`config.mk`:
```
export PLATFORM = sky130hd
export DESIGN_NAME = cv32e40x_prefetch_ctrl_mo
export DESIGN_NICKNAME = d
export VERILOG_FILES = /design/src/rtl/cv32e40x_prefetch_ctrl_mo.sv
export SDC_FILE = /design/constraint.sdc
export NUM_CORES = 1
export LEC_CHECK = 0
export CORE_ASPECT_RATIO = 0.9
export CORE_MARGIN = 5
export CORE_UTILIZATION = 45
export DETAILED_ROUTE_END_ITERATION = 8
export PLACE_DENSITY = 0.73
export SYNTH_ARGS = -nofsm -noshare
export SYNTH_HDL_FRONTEND = slang
export SYNTH_SLANG_ARGS = --single-unit
```
`constraint.sdc`:
```
create_clock -name clk -period 3.1 [get_ports clk]
set_clock_uncertainty 0.05 [all_clocks]
set_input_delay 0.465 -clock clk [delete_from_list [all_inputs] [get_ports clk]]
set_output_delay 0.465 -clock clk [all_outputs]
set_load 0.02 [all_outputs]
```
`src/rtl/cv32e40x_prefetch_ctrl_mo.sv`:
```
// Multi-outstanding prefetch controller for the IF stage.
// Issues word-aligned fetch requests (sequential and branch targets) to the
// OBI adapter, limits in-flight requests with a credit check so the fetch
// FIFO can never overflow, and drops responses that belong to requests
// issued before a taken branch.
// Optional build macro: CV32E40X_PREFETCH_PAGE_GUARD_EN. When it is defined,
// sequential prefetch stops at a page boundary until the pipeline has drained.
module cv32e40x_prefetch_ctrl_mo #(
    parameter int unsigned ADDR_W          = 32,
    parameter int unsigned DEPTH           = 2,
    parameter int unsigned MAX_OUTSTANDING = 2,
    parameter int unsigned PAGE_BITS       = 12,
    localparam int unsigned CNT_W          = $clog2(DEPTH + 1),
    localparam int unsigned OUT_W          = $clog2(MAX_OUTSTANDING + 1)
) (
    input  logic              clk,
    input  logic              rst,
    input  logic              req_i,
    input  logic              branch_i,
    input  logic [ADDR_W-1:0] branch_addr_i,
    input  logic [CNT_W-1:0]  fifo_cnt_i,
    output logic              trans_valid_o,
    input  logic              trans_ready_i,
    output logic [ADDR_W-1:0] trans_addr_o,
    input  logic              resp_valid_i,
    output logic              fetch_valid_o,
    output logic [OUT_W-1:0]  outstanding_o,
    output logic              busy_o
);

    typedef enum logic [1:0] {
        IDLE        = 2'd0,
        BRANCH_WAIT = 2'd1
`ifdef CV32E40X_PREFETCH_PAGE_GUARD_EN
        ,
        PAGE_WAIT   = 2'd2
`endif
    } state_e;

    state_e            state_q, state_d;
    logic [ADDR_W-1:0] trans_addr_q, trans_addr_d;
    logic [OUT_W-1:0]  outstanding_q, outstanding_d;
    logic [OUT_W-1:0]  flush_cnt_q, flush_cnt_d;

    logic [ADDR_W-1:0] branch_tgt;
    logic [ADDR_W-1:0] seq_addr;
    logic [CNT_W-1:0]  fifo_eff;
    logic [31:0]       words_in_use;
    logic              credit_ok;
    logic              page_cross;
    logic              want;
    logic              transfer;

    // Request generation, credit check and next-state computation.
    // NOTE: every signal gets a default at the top so no path leaves it unassigned (no latch).
    always_comb begin
        branch_tgt = branch_addr_i & ~ADDR_W'(3);
        seq_addr   = trans_addr_q + ADDR_W'(4);

        if (branch_i) begin
            trans_addr_o = branch_tgt;
        end else if (state_q == BRANCH_WAIT) begin
            trans_addr_o = trans_addr_q;
        end else begin
            trans_addr_o = seq_addr;
        end

        // The FIFO is being cleared by a redirect, so its occupancy does not count.
        fifo_eff     = (branch_i || state_q == BRANCH_WAIT) ? '0 : fifo_cnt_i;
        // Live (non-flushed) requests plus words already buffered.
        words_in_use = 32'(outstanding_q) - 32'(flush_cnt_q) + 32'(fifo_eff);
        credit_ok    = (32'(outstanding_q) < MAX_OUTSTANDING) && (words_in_use < DEPTH);

        page_cross = 1'b0;
`ifdef CV32E40X_PREFETCH_PAGE_GUARD_EN
        page_cross = (state_q == IDLE) && !branch_i && req_i &&
                     (seq_addr[PAGE_BITS-1:2] == '0);
`endif

        want = branch_i || (state_q == BRANCH_WAIT) ||
               (req_i && (state_q == IDLE) && !page_cross);
`ifdef CV32E40X_PREFETCH_PAGE_GUARD_EN
        // The crossing address waits for an empty pipeline and an empty FIFO.
        if (state_q == PAGE_WAIT && !branch_i) begin
            want = req_i && (outstanding_q == '0) && (fifo_cnt_i == '0);
        end
`endif

        trans_valid_o = !rst && credit_ok && want;
        transfer      = trans_valid_o && trans_ready_i;

        state_d = state_q;
        if (branch_i) begin
            state_d = transfer ? IDLE : BRANCH_WAIT;
        end else if (transfer) begin
            state_d = IDLE;
`ifdef CV32E40X_PREFETCH_PAGE_GUARD_EN
        end else if (page_cross) begin
            state_d = PAGE_WAIT;
`endif
        end

        trans_addr_d  = (branch_i || transfer) ? trans_addr_o : trans_addr_q;
        outstanding_d = outstanding_q + OUT_W'(transfer) - OUT_W'(resp_valid_i);

        // Everything in flight at a branch is stale, except a target issued in that same cycle.
        if (branch_i) begin
            flush_cnt_d = outstanding_q - OUT_W'(resp_valid_i);
        end else if (resp_valid_i && flush_cnt_q != '0) begin
            flush_cnt_d = flush_cnt_q - OUT_W'(1);
        end else begin
            flush_cnt_d = flush_cnt_q;
        end

        fetch_valid_o = resp_valid_i && (flush_cnt_q == '0) && !branch_i;
        outstanding_o = outstanding_q;
        busy_o        = (outstanding_q != '0) || (state_q != IDLE);
    end

    // State, address and counter registers.
    // NOTE: sequential state uses non-blocking assignments so all flops update together.
    always_ff @(posedge clk or posedge rst) begin
        if (rst) begin
            state_q       <= IDLE;
            trans_addr_q  <= '0;
            outstanding_q <= '0;
            flush_cnt_q   <= '0;
        end else begin
            state_q       <= state_d;
            trans_addr_q  <= trans_addr_d;
            outstanding_q <= outstanding_d;
            flush_cnt_q   <= flush_cnt_d;
        end
    end

`ifndef SYNTHESIS
    a_params: assert property (@(posedge clk)
        (PAGE_BITS + 1 <= ADDR_W) && (MAX_OUTSTANDING <= DEPTH) && (MAX_OUTSTANDING >= 1));

    a_resp_needs_outstanding: assert property (@(posedge clk) disable iff (rst)
        resp_valid_i |-> (outstanding_q != '0));

    a_fifo_cnt_range: assert property (@(posedge clk) disable iff (rst)
        32'(fifo_cnt_i) <= DEPTH);

    a_no_fifo_overflow: assert property (@(posedge clk) disable iff (rst)
        fetch_valid_o |-> (32'(fifo_cnt_i) < DEPTH));

    a_addr_stable: assert property (@(posedge clk) disable iff (rst)
        (trans_valid_o && !trans_ready_i) |=> (branch_i || $stable(trans_addr_o)));
`endif

endmodule

```
==> results.tsv, run 1 <==
stage	metric	value	unit
pwr	p_sw_share	39.51	%
outcome	violations	setup timing	
yosys	synth.distinct_cells	48	
sta	hold_ws	422.8	ps
setup_path	end_kind	register	
yosys	synth_warnings	0	
flow_run	max_cap_violations	0	
pwr	switching_power	944.6	µW
sta	period_share	102.4	%
floorplan	die-width	96.86	µm
clock_tree	cts_tree	built	
setup_path	crit_path_max_fanout	10	
place	gp_congestion	0.8586	
pwr	max-vdd-ir-drop	0.2921	mV
sta	finalSetupViolations	8	
yosys	ys_seq_elements	37	
sta	tightest_slew	433.4	ps
yosys	synth_fp_nets	377	
setup_path	worstPathRequired	3240	ps
pwr	combPwrFrac	51.7	%
drt	detail_route.iter0.violations	110	
yosys	synth_area_leaders	dfrtp_1, mux2_2, xnor2_1	
drt	antenna_left	0	
pwr	clock_power_share	19.2	%
pwr	power.total	2390	µW
yosys	synth.top_cell.area_share	30.30	%
pwr	p_int	1446	µW
min_path	min_to	flush_cnt_q[1]	
floorplan	boundaryPins	77	
setup_path	reg2reg_to	trans_addr_q[13]	
global_routing	grt_max_degree	33	
sta	slew_headroom	71.11	%
floorplan	fp-row-count	28	
setup_path	r2r_start	flush_cnt_q[0]	
yosys	avgSynthCellArea	9.315	µm²
final_layout	antenna-diode-count	0	
place	port_buffers	74	
min_path	hold_class	in -> reg	
clock_tree	cts_buffer_depth	2	
place	dp.final_hpwl	5886	µm
final_layout	nets	476	
drt	route.final.wire_length	8281	µm
drt	drc	0	
pwr	total_leakage_power	0.001918	µW
final_layout	layout-drive-gt1-share	27.10	%
sta	layout_setup_ws	-75.09	ps
sta	final_max_slew_viol_count	0	
yosys	ys_seq_area_share	30.30	%
min_path	worstHoldStart	branch_i	
global_routing	grt_pass1_vias	2972	
outcome	status	complete, but fails checks	
floorplan	fp.dieArea	8540	µm²
global_routing	antenna_found_initial	0	
floorplan	die_y	88.17	µm
global_routing	grt_usage	19.77	%
yosys	synthCells	328	
global_routing	grt_pass1_wl	13890	µm
sta	final-hold-violation-count	0	
clock_tree	clk_pin_slew_worst_paths	90	ps
sta	grt_setup_unrepaired	true	
drt	num_vias	2781	
drt	drt_pass1_iterations	4	
clock_tree	numCtsBuffers	5	
setup_path	worstSetupPathType	reg -> reg	
min_path	hold_depth	2	
final_layout	area_growth	44.88	%
clock_tree	cts_hold_buf	0	
setup_path	rrSetupSlack	-80	ps
sta	fmax	0.3150	GHz
clock_tree	htreeDepth	2	
pwr	power_frac_seq	29.1	%
floorplan	core	6586	µm²
sta	min_period	3175	ps
floorplan	start_util	46.39	%
drt	wl_per_cell	15.99	µm
setup_path	r2r.worst_path.cells	11	
drt	viasPerCell	5.369	
yosys	synth_top_area_cell	dfrtp_1	
clock_tree	root_buffer	clkbuf_8	
yosys	syn_area	3055	µm²
clock_tree	insertion_delay	300	ps
global_routing	grt-ovfl-total	0	
pwr	power.density	540.0	nW/µm²
clock_tree	clock_sinks	37	
setup_path	cp_data_arrival_time	3310	ps
setup_path	startpoint_type	register	
-- how the worst max path moves through the flow --
stage / from / to / slack [ps] / cells past startpoint
global placement: fifo_cnt_i[0] / trans_valid_o / -100 / 7
finish: flush_cnt_q[0] / trans_addr_q[13] / -80 / 11
floorplan: outstanding_o[0] / outstanding_o[1] / -200 / 15
CTS: flush_cnt_q[0] / trans_addr_q[31] / -80 / 11
detailed placement: fifo_cnt_i[0] / trans_valid_o / -150 / 7
global route: flush_cnt_q[0] / trans_addr_q[30] / -190 / 11
-- Yosys cell counts (all sizes together) --
cell and number:
and2 4, fa 2, nand3 8, buf 9
ha 7, clkbuf 11, nor3 20, dfrtp 37
or2 1, a21boi 5, nor2 24, mux2i 3
and4b 2, or3 2, nor2b 14, o31a 3
clkinv 1, inv 13, a211oi 8, a21oi 5
xnor2 19, nand2 15, a221oi 1, and4 4
nor4 16, nand2b 6, xor2 17, and3 16
a311oi 8, a31oi 1, nor4b 2, nand4 6
mux2 26, o21ai 9, nor3b 3
-- metrics by stage --
step,utilization [%],setup TNS (ps),std cells,instance area (µm²),worst slack (ps)
after floorplan,-,-226.8,328,3124,-198.3
after global placement,62.12,-319.3,503,4091,-101.4
after detailed placement,62.12,-1641,503,4091,-152.9
after CTS,65.05,-912.1,514,4284,-83.81
after global routing,67.21,-2680,518,4427,-187.6
final,67.21,-366.3,518,4427,-75.09
-- repair_timing --
item | in CTS | in global routing
pin swaps | 4 | 6
endpoints found under the setup margin | 38 | 40
setup buffers | 3 | 3
resized for setup | 21 | 28
cloned | 0 | 1
-- sequential cells by signal, summed over array words and instances, names as in the netlist --
name / cells
trans_addr_q: 32
flush_cnt_q: 2
outstanding_o: 2
state_q: 1
-- final cells by class --
| class | instances | area (µm²) |
|---|---|---|
| inverter | 14 | 52.55 |
| tap | 90 | 112.6 |
| clock buffer | 6 | 82.58 |
| timing repair buffer | 112 | 1066 |
| fill | 570 | 2160 |
| multi-input combinational | 257 | 2146 |
| clock inverter | 2 | 37.54 |
| sequential | 37 | 929.6 |
-- power by group through the flow --
stage,Clock (µW),Sequential [µW],Combinational [µW]
floorplan,0,700,712
global placement,0,696,1120
detailed placement,0,701,1160
finish,459,695,1240
CTS,461,692,1200
global route,482,714,1340
-- kinds of logic after synthesis --
| family | share of synthesized area, % |
|---|---|
| compound gates | 9.255 |
| xor+xnor | 10.32 |
| fa+ha+maj | 4.177 |
| buf+inv | 4.955 |
| flops | 30.30 |
| mux | 10.57 |
| simple gates | 30.43 |
-- routing by layer --
layer  global-route usage [%]  routed length (µm)
met2                    35.34                4038
met5                        0                   0
met1                    24.17                3892
met4                    6.633                  91
met3                    3.901                 258
-- worst max-delay path, stage by stage (launching register included) --
cell     delay, ps
dfrtp_1        420
ha_4           170
fa_1           490
inv_2           60
fa_1           510
nor3_4         240
nand4_4        160
buf_12         190
buf_4          140
nor4_4         250
xor2_1         100
mux2_4         270
-- layout by cell type, fill, tap and decap left out, types with 9 or more instances in the layout --
master / synthesis / routed
xor2_1: 17 / 17
o21ai_0: 9 / 9
nor2b_1: 14 / 14
inv_1: 13 / 11
clkdlybuf4s50_1: 0 / 54
dfrtp_1: 37 / 34
nor3_1: 20 / 14
xnor2_1: 19 / 17
nor2_1: 20 / 20
and3_1: 16 / 16
buf_4: 1 / 34
nand2_1: 15 / 15
dlymetal6s2s_1: 0 / 13
mux2_2: 26 / 24
Power figures use the tool's default switching activity.
==> run 2: changes to the inputs <==
--- a/config.mk
+++ b/config.mk
@@ -8,6 +8,7 @@
 export CORE_ASPECT_RATIO = 0.9
 export CORE_MARGIN = 5
 export CORE_UTILIZATION = 45
+export CTS_CLUSTER_DIAMETER = 120
 export DETAILED_ROUTE_END_ITERATION = 8
 export PLACE_DENSITY = 0.73
 export SYNTH_ARGS = -nofsm -noshare
==> results of run 2 <==
Final layout, timing and power as in run 1 (identical DEF).
